[src/rtl/btb_pkg.sv]
// Shared types and helpers for the branch target buffer: way count, entry layout,
// and PC-to-index/tag split for a configurable set-index width.
package btb_pkg;

    localparam int BTB_WAYS = 2;

    // Tag field is sized for the narrowest index (30 bits); unused upper bits stay zero.
    typedef struct packed {
        logic        valid;
        logic [29:0] tag;
        logic [31:0] target;
    } btb_entry_t;

    function automatic logic [31:0] btb_index(input logic [31:0] pc, input int unsigned index_bits);
        return (pc >> 2) & ((32'd1 << index_bits) - 32'd1);
    endfunction

    function automatic logic [29:0] btb_tag(input logic [31:0] pc, input int unsigned index_bits);
        logic [31:0] shifted;
        shifted = pc >> (index_bits + 2);
        return shifted[29:0];
    endfunction

endpackage

[src/rtl/btb_set_victim.sv]
// Per-set way selection: which way hits (way 0 wins a double match) and which way
// a new entry should be allocated into (first invalid way, else the LRU way).
module btb_set_victim
    import btb_pkg::*;
(
    input  logic [BTB_WAYS-1:0] valid,
    input  logic [BTB_WAYS-1:0] tag_eq,
    input  logic                lru,
    output logic                hit,
    output logic                hit_way,
    output logic                alloc_way
);

    logic [BTB_WAYS-1:0] way_hit;

    assign way_hit = valid & tag_eq;

    always_comb begin
        hit     = |way_hit;
        hit_way = 1'b0;
        if (!way_hit[0] && way_hit[1]) begin
            hit_way = 1'b1;
        end
    end

    always_comb begin
        if (!valid[0]) begin
            alloc_way = 1'b0;
        end else if (!valid[1]) begin
            alloc_way = 1'b1;
        end else begin
            alloc_way = lru;
        end
    end

endmodule

[src/rtl/btb_next_pc.sv]
// Fetch-stage BTB (2-way set-associative) and next-PC predictor, trained from mem stage.
// Optional lookup/hit counters are built when BTB_STATS_EN is defined.
module btb_next_pc
    import btb_pkg::*;
#(
    parameter int INDEX_BITS = 4
) (
    input  logic        clk,
    input  logic        rst,
    input  logic [31:0] fetch_pc,
    input  logic        lookup_en,
    input  logic        predicted,
    input  logic        update_valid,
    input  logic [31:0] update_pc,
    input  logic [31:0] update_target,
    input  logic        update_taken,
`ifdef BTB_STATS_EN
    output logic [31:0] stat_lookups,
    output logic [31:0] stat_hits,
`endif
    output logic        btb_hit,
    output logic [31:0] btb_target,
    output logic [31:0] pred_next_pc
);

    localparam int SETS     = 2 ** INDEX_BITS;
    localparam int TAG_BITS = 30 - INDEX_BITS;

    logic                valid_q [SETS][BTB_WAYS];
    logic                lru_q   [SETS];
    logic [TAG_BITS-1:0] tag_mem [SETS][BTB_WAYS];
    logic [31:0]         tgt_mem [SETS][BTB_WAYS];

    logic [31:0] fetch_pc_q;

    logic [INDEX_BITS-1:0] lk_idx;
    logic [29:0]           lk_tag;
    btb_entry_t            lk_entry [BTB_WAYS];
    logic                  lk_hit;
    logic [31:0]           lk_target;

    logic [INDEX_BITS-1:0] up_idx;
    logic [29:0]           up_tag;
    btb_entry_t            up_entry [BTB_WAYS];
    logic [BTB_WAYS-1:0]   up_valid;
    logic [BTB_WAYS-1:0]   up_tag_eq;
    logic                  up_hit;
    logic                  up_hit_way;
    logic                  up_alloc_way;
    logic                  up_alloc;
    logic                  up_way;

    assign lk_idx = INDEX_BITS'(btb_index(fetch_pc, INDEX_BITS));
    assign lk_tag = btb_tag(fetch_pc, INDEX_BITS);
    assign up_idx = INDEX_BITS'(btb_index(update_pc, INDEX_BITS));
    assign up_tag = btb_tag(update_pc, INDEX_BITS);

    always_comb begin
        for (int w = 0; w < BTB_WAYS; w++) begin
            lk_entry[w] = '{valid: valid_q[lk_idx][w], tag: 30'(tag_mem[lk_idx][w]),
                            target: tgt_mem[lk_idx][w]};
            up_entry[w] = '{valid: valid_q[up_idx][w], tag: 30'(tag_mem[up_idx][w]),
                            target: tgt_mem[up_idx][w]};
            up_valid[w]  = up_entry[w].valid;
            up_tag_eq[w] = (up_entry[w].tag == up_tag);
        end
    end

    // Lookup read port: way 0 takes priority on the (impossible) double match.
    always_comb begin
        lk_hit    = 1'b0;
        lk_target = 32'd0;
        if (lk_entry[0].valid && lk_entry[0].tag == lk_tag) begin
            lk_hit    = 1'b1;
            lk_target = lk_entry[0].target;
        end else if (lk_entry[1].valid && lk_entry[1].tag == lk_tag) begin
            lk_hit    = 1'b1;
            lk_target = lk_entry[1].target;
        end
    end

    btb_set_victim u_victim (
        .valid     (up_valid),
        .tag_eq    (up_tag_eq),
        .lru       (lru_q[up_idx]),
        .hit       (up_hit),
        .hit_way   (up_hit_way),
        .alloc_way (up_alloc_way)
    );

    assign up_alloc = update_valid && update_taken && !up_hit;
    assign up_way   = up_hit ? up_hit_way : up_alloc_way;

    // Lookup register stage: stall holds everything.
    always_ff @(posedge clk or posedge rst) begin
        if (rst) begin
            fetch_pc_q <= 32'd0;
            btb_hit    <= 1'b0;
            btb_target <= 32'd0;
        end else if (lookup_en) begin
            fetch_pc_q <= fetch_pc;
            btb_hit    <= lk_hit;
            btb_target <= lk_target;
        end
    end

    // Control state (valid, LRU) is reset; an update in flight during reset is dropped.
    always_ff @(posedge clk or posedge rst) begin
        if (rst) begin
            for (int s = 0; s < SETS; s++) begin
                lru_q[s] <= 1'b0;
                for (int w = 0; w < BTB_WAYS; w++) begin
                    valid_q[s][w] <= 1'b0;
                end
            end
        end else if (update_valid && (up_hit || update_taken)) begin
            lru_q[up_idx] <= ~up_way;
            if (up_alloc) begin
                valid_q[up_idx][up_way] <= 1'b1;
            end
        end
    end

    // Tag/target payload needs no reset: it is only observed behind a valid bit.
    always_ff @(posedge clk) begin
        if (!rst && update_valid && update_taken) begin
            tgt_mem[up_idx][up_way] <= update_target;
            if (up_alloc) begin
                tag_mem[up_idx][up_way] <= TAG_BITS'(up_tag);
            end
        end
    end

    assign pred_next_pc = (btb_hit && predicted) ? btb_target : fetch_pc_q + 32'd4;

`ifdef BTB_STATS_EN
    always_ff @(posedge clk or posedge rst) begin
        if (rst) begin
            stat_lookups <= 32'd0;
            stat_hits    <= 32'd0;
        end else if (lookup_en) begin
            if (stat_lookups != 32'hFFFF_FFFF) begin
                stat_lookups <= stat_lookups + 32'd1;
            end
            if (lk_hit && stat_hits != 32'hFFFF_FFFF) begin
                stat_hits <= stat_hits + 32'd1;
            end
        end
    end
`endif

endmodule

[config.mk]
export PLATFORM = sky130hd
export DESIGN_NAME = btb_next_pc
export DESIGN_NICKNAME = d
export VERILOG_FILES = /design/src/rtl/btb_pkg.sv /design/src/rtl/btb_set_victim.sv /design/src/rtl/btb_next_pc.sv
export SDC_FILE = /design/constraint.sdc
export NUM_CORES = 2
export LEC_CHECK = 0
export CAP_MARGIN = 20
export CORE_MARGIN = 2
export CORE_UTILIZATION = 47
export DETAILED_ROUTE_END_ITERATION = 8
export PLACE_DENSITY_LB_ADDON = 0.25
export SLEW_MARGIN = 20
export SYNTH_ARGS = -nofsm -noshare
export SYNTH_HDL_FRONTEND = slang
export SYNTH_SLANG_ARGS = --single-unit
[constraint.sdc]
create_clock -name clk -period 7.6 [get_ports clk]
set_input_delay 1.9 -clock clk [delete_from_list [all_inputs] [get_ports clk]]
set_output_delay 1.9 -clock clk [all_outputs]
set_load 0.05 [all_outputs]
==> metrics.txt <==
# TYPE chip_impl_metric gauge
chip_impl_metric{name="cts.sinks",unit=""} 1969
chip_impl_metric{name="slew_violations",unit=""} 0
chip_impl_metric{name="power-per-cell-area",unit="nW/µm²"} 243
chip_impl_metric{name="max_slew_margin",unit="%"} 19.3
chip_impl_metric{name="synth_edf_count",unit=""} 1856
chip_impl_info{name="dominantRegCellSynth",value="sky130_fd_sc_hd__edfxtp_1"} 1
chip_impl_info{name="cells_taking_the_most_area_after_synthesis",value="sky130_fd_sc_hd__edfxtp_1, sky130_fd_sc_hd__mux4_2, sky130_fd_sc_hd__mux2i_1"} 1
chip_impl_metric{name="worst_margin_slew",unit="ns"} 1.21
chip_impl_metric{name="global_route.usage.met1",unit="%"} 37.3
chip_impl_metric{name="fillerInstances",unit=""} 13900
chip_impl_metric{name="synth_seq_cells",unit=""} 1969
chip_impl_metric{name="cts.repair.resized",unit=""} 0
chip_impl_metric{name="chipHeight",unit="µm"} 431
chip_impl_metric{name="hold_buffers",unit=""} 0
chip_impl_info{name="hold_path_class",value="flip-flop to flip-flop"} 1
chip_impl_metric{name="met3_routing_resource_usage_after_global_routing",unit="%"} 5.05
chip_impl_metric{name="clock_insertion_delay_worst_skew",unit="ns"} 0.87
chip_impl_metric{name="leakage",unit="µW"} 0.0318
chip_impl_metric{name="std_cell_rows",unit=""} 156
chip_impl_info{name="startpoint_types",value="input port"} 1
chip_impl_metric{name="clock_skew",unit="ns"} 0.0655
chip_impl_metric{name="chipWidth",unit="µm"} 431
chip_impl_metric{name="critical_path_peak_fanout",unit=""} 45
chip_impl_metric{name="die_area",unit="µm²"} 185000
chip_impl_metric{name="synth.yosys.seq_area_share",unit="%"} 68.5
chip_impl_metric{name="worst_r2r_path_depth",unit=""} 11
chip_impl_metric{name="nets",unit=""} 4788
chip_impl_metric{name="ys_async_rst_share",unit="%"} 5.74
chip_impl_info{name="rsz0062_at_grt",value="no"} 1
chip_impl_metric{name="core_area",unit="µm²"} 181000
chip_impl_metric{name="area_delta_synth_final",unit="%"} 14.4
chip_impl_metric{name="post-dp-hpwl",unit="µm"} 155000
chip_impl_metric{name="initial_core_util",unit="%"} 47.3
chip_impl_metric{name="port_buf_inserts",unit=""} 164
chip_impl_metric{name="power.ir.vdd_worst",unit="V"} 0.000228
chip_impl_metric{name="io_pins",unit=""} 167
chip_impl_info{name="critical_path.reg2reg.endpoint",value="tag_mem[13][49]$_DFFE_PP_"} 1
chip_impl_metric{name="clkSlewWorstSetupHoldPaths",unit="ns"} 0.05
chip_impl_metric{name="max_cap_violations",unit=""} 0
chip_impl_metric{name="detailed_place.area",unit="µm²"} 91500
chip_impl_info{name="worst_setup_path_end_kind",value="output pin"} 1
chip_impl_metric{name="layout_worst_path_cycle_share",unit="%"} 83.2
chip_impl_metric{name="finalPower",unit="µW"} 23800
chip_impl_metric{name="global_route.overflow_total",unit=""} 0
chip_impl_info{name="path_class",value="input port to output pin"} 1
chip_impl_metric{name="post_synthesis_instance_area",unit="µm²"} 85500
chip_impl_metric{name="total_non_filler_cell_area_in_the_finished_layout",unit="µm²"} 97900
chip_impl_metric{name="cp.arrival",unit="ns"} 4.42
chip_impl_metric{name="detailedPlace.worstSlack",unit="ns"} 0.531
chip_impl_metric{name="timing.final.crit_period",unit="ns"} 6.32
chip_impl_metric{name="final_antenna_net_count",unit=""} 0
chip_impl_metric{name="dr.first_iter.drc_count",unit=""} 6368
chip_impl_metric{name="cp_data_required_time",unit="ns"} 5.70
chip_impl_info{name="outcome",value="complete, no violations"} 1
chip_impl_metric{name="htree_levels",unit=""} 4
chip_impl_metric{name="setup_viol",unit=""} 0
chip_impl_metric{name="drive_above_1_share",unit="%"} 28.5
chip_impl_metric{name="fin_setup_tns",unit="ns"} 0
chip_impl_metric{name="maximum_number_of_pins_on_one_net_before_global_route_repair",unit=""} 107
chip_impl_metric{name="cts_buffer_depth",unit=""} 3
chip_impl_metric{name="wire_length_of_the_first_global_routing_pass",unit="µm"} 357000
chip_impl_metric{name="numCtsBuffers",unit=""} 197
chip_impl_metric{name="first_global_vias",unit=""} 46900
chip_impl_metric{name="drt_pre_antenna_iters",unit=""} 6
chip_impl_metric{name="globalRouteMet2Util",unit="%"} 43.3
chip_impl_metric{name="synth_top_area_share",unit="%"} 65.2
chip_impl_metric{name="avgRoutedWirePerCell",unit="µm"} 35.0
chip_impl_metric{name="ys_warn_count",unit=""} 0
chip_impl_metric{name="place.gp.congestion",unit=""} 0.910
chip_impl_metric{name="postCtsSetupRepairBufs",unit=""} 0
chip_impl_info{name="crit_path_launch",value="predicted"} 1
chip_impl_metric{name="finalWirelength",unit="µm"} 253000
chip_impl_metric{name="synthCells",unit=""} 4359
chip_impl_metric{name="viasPerCell",unit=""} 6.53
chip_impl_info{name="hold_path_end",value="valid_q[25]$_DFFE_PP0P_"} 1
chip_impl_metric{name="route.detailed.drc",unit=""} 0
chip_impl_metric{name="synth_fp_nets",unit=""} 4462
chip_impl_info{name="hp-start",value="valid_q[25]$_DFFE_PP0P_"} 1
chip_impl_info{name="cts_root_buf",value="sky130_fd_sc_hd__clkbuf_16"} 1
chip_impl_info{name="grt-busiest-layer",value="met2"} 1
chip_impl_metric{name="timing.final.ws_setup",unit="ns"} 1.28
chip_impl_metric{name="hold_critical_path_depth",unit=""} 1
chip_impl_metric{name="overall_global_routing_resource_usage",unit="%"} 27.3
chip_impl_metric{name="avgSynthCellArea",unit="µm²"} 19.6
chip_impl_metric{name="achievable_frequency",unit="MHz"} 158
chip_impl_info{name="synth_largest_area_cell",value="sky130_fd_sc_hd__edfxtp_1"} 1
chip_impl_info{name="critical_path.reg2reg.startpoint",value="tag_mem[12][48]$_DFFE_PP_"} 1
chip_impl_metric{name="hold_violations",unit=""} 0
chip_impl_metric{name="antenna_found_initial",unit=""} 15
chip_impl_metric{name="dr_total_vias",unit=""} 47200
chip_impl_metric{name="post_synth_num_cell_types",unit=""} 81
chip_impl_info{name="cts_tree",value="done"} 1
chip_impl_metric{name="rrSetupSlack",unit="ns"} 2.92
layout make-up:
type                            count  area [µm²]  area share (%)
Tap cell                         2370        2970            3.03
Clock buffer                      263        5320            5.44
Inverter                           30         125           0.128
Timing Repair Buffer              414        4150            4.24
Clock inverter                    108         988            1.01
Antenna cell                        7        17.5          0.0179
Sequential cell                  1969       58600            59.8
Multi-Input combinational cell   2073       25700            26.3
through the flow:
step,hold slack (ns),cells,utilization [%]
finish,0.471,7234,54.2
global route,0.492,7228,54.1
CTS,0.474,7224,54.1
detailed placement,0.461,6853,50.6
global placement,0.453,6853,50.6
floorplan,0.439,4359,-
cell usage after synthesis, types with 4 or more instances:
cell type and instances:
sky130_fd_sc_hd__nor3_1 27, sky130_fd_sc_hd__buf_4 37, sky130_fd_sc_hd__buf_2 93, sky130_fd_sc_hd__o311ai_0 8
sky130_fd_sc_hd__nand3_1 72, sky130_fd_sc_hd__nand4_1 12, sky130_fd_sc_hd__a21o_1 34, sky130_fd_sc_hd__a221oi_1 30
sky130_fd_sc_hd__clkbuf_1 107, sky130_fd_sc_hd__nor2_4 9, sky130_fd_sc_hd__o2111ai_1 7, sky130_fd_sc_hd__a22o_1 17
sky130_fd_sc_hd__o21ai_0 53, sky130_fd_sc_hd__buf_1 25, sky130_fd_sc_hd__mux2_2 56, sky130_fd_sc_hd__o31ai_1 12
sky130_fd_sc_hd__xnor2_1 70, sky130_fd_sc_hd__nand2_1 153, sky130_fd_sc_hd__buf_6 21, sky130_fd_sc_hd__a21oi_1 40
sky130_fd_sc_hd__a2111oi_0 4, sky130_fd_sc_hd__edfxtp_1 1856, sky130_fd_sc_hd__inv_1 28, sky130_fd_sc_hd__and2_1 12
sky130_fd_sc_hd__a22oi_1 78, sky130_fd_sc_hd__nor4_1 15, sky130_fd_sc_hd__a31oi_1 40, sky130_fd_sc_hd__and3_1 23
sky130_fd_sc_hd__dfrtp_1 113, sky130_fd_sc_hd__o221ai_1 6, sky130_fd_sc_hd__mux4_2 673, sky130_fd_sc_hd__mux2i_1 285
sky130_fd_sc_hd__nor2_1 141, sky130_fd_sc_hd__xor2_1 65, sky130_fd_sc_hd__o211ai_1 5, sky130_fd_sc_hd__nor2b_1 17
sky130_fd_sc_hd__o22ai_1 18, sky130_fd_sc_hd__a211oi_2 10, sky130_fd_sc_hd__a211oi_1 14, sky130_fd_sc_hd__nand2b_1 10
sky130_fd_sc_hd__and4_1 4
state kept, by name, summed over array words and instances, names as in the netlist:
register	cells
btb_target	32
tag_mem	832
fetch_pc_q	32
lru_q	16
btb_hit	1
valid_q	32
tgt_mem	1024
how the worst max path moves through the flow:
stage,end,slack (ns),cells past startpoint
2_1_floorplan,tgt_mem[14][32]$_DFFE_PP_,1.11,15
3_3_place_gp,tgt_mem[12][61]$_DFFE_PP_,0.54,13
3_5_place_dp,tgt_mem[12][61]$_DFFE_PP_,0.53,13
4_1_cts,pred_next_pc[26],1.23,6
5_1_grt,pred_next_pc[19],1.12,6
6_report,pred_next_pc[26],1.28,6
power by group:
group	internal, µW	switching, µW
sequential	12000	106
combinational	866	1390
clock	5260	4210
total	18100	5700
per-layer routing:
layer,vias up,part of all wire [%],wire [µm]
met5,-,0.056,142
met4,20,4.5,11300
met1,25300,39,98300
li1,18900,-,-
met3,443,8.6,21700
met2,2492,48,122000
worst max-delay path, cell delays in order:
cell                              delay (ns)
sky130_fd_sc_hd__clkdlybuf4s50_1        0.44
sky130_fd_sc_hd__and2_2                 0.74
sky130_fd_sc_hd__buf_4                  0.33
sky130_fd_sc_hd__nand2_1                0.07
sky130_fd_sc_hd__o21ai_0                0.09
sky130_fd_sc_hd__clkdlybuf4s50_1        0.85
cells by family after synthesis:
logic type / Yosys count / share of synthesized area [%]
AND/OR/NAND/NOR: 519 / 2.96
flip-flops: 1969 / 68.5
adder cells (fa/ha/maj): 1 / 0.0146
buffers and inverters: 317 / 1.94
AO/OA/AOI/OAI: 404 / 3.43
XOR/XNOR: 135 / 1.38
multiplexers: 1014 / 21.8
cells in the final DEF, fill, tap and decap left out, types with 78 or more instances in the layout:
cell / n
sky130_fd_sc_hd__mux2i_1: 285
sky130_fd_sc_hd__a22oi_1: 78
sky130_fd_sc_hd__clkbuf_16: 199
sky130_fd_sc_hd__buf_4: 200
sky130_fd_sc_hd__clkdlybuf4s50_1: 143
sky130_fd_sc_hd__nor2_1: 85
sky130_fd_sc_hd__dfrtp_1: 113
sky130_fd_sc_hd__nand2_1: 153
sky130_fd_sc_hd__mux4_2: 673
sky130_fd_sc_hd__edfxtp_1: 1856
No activity file was read; power rests on OpenSTA's default activity.
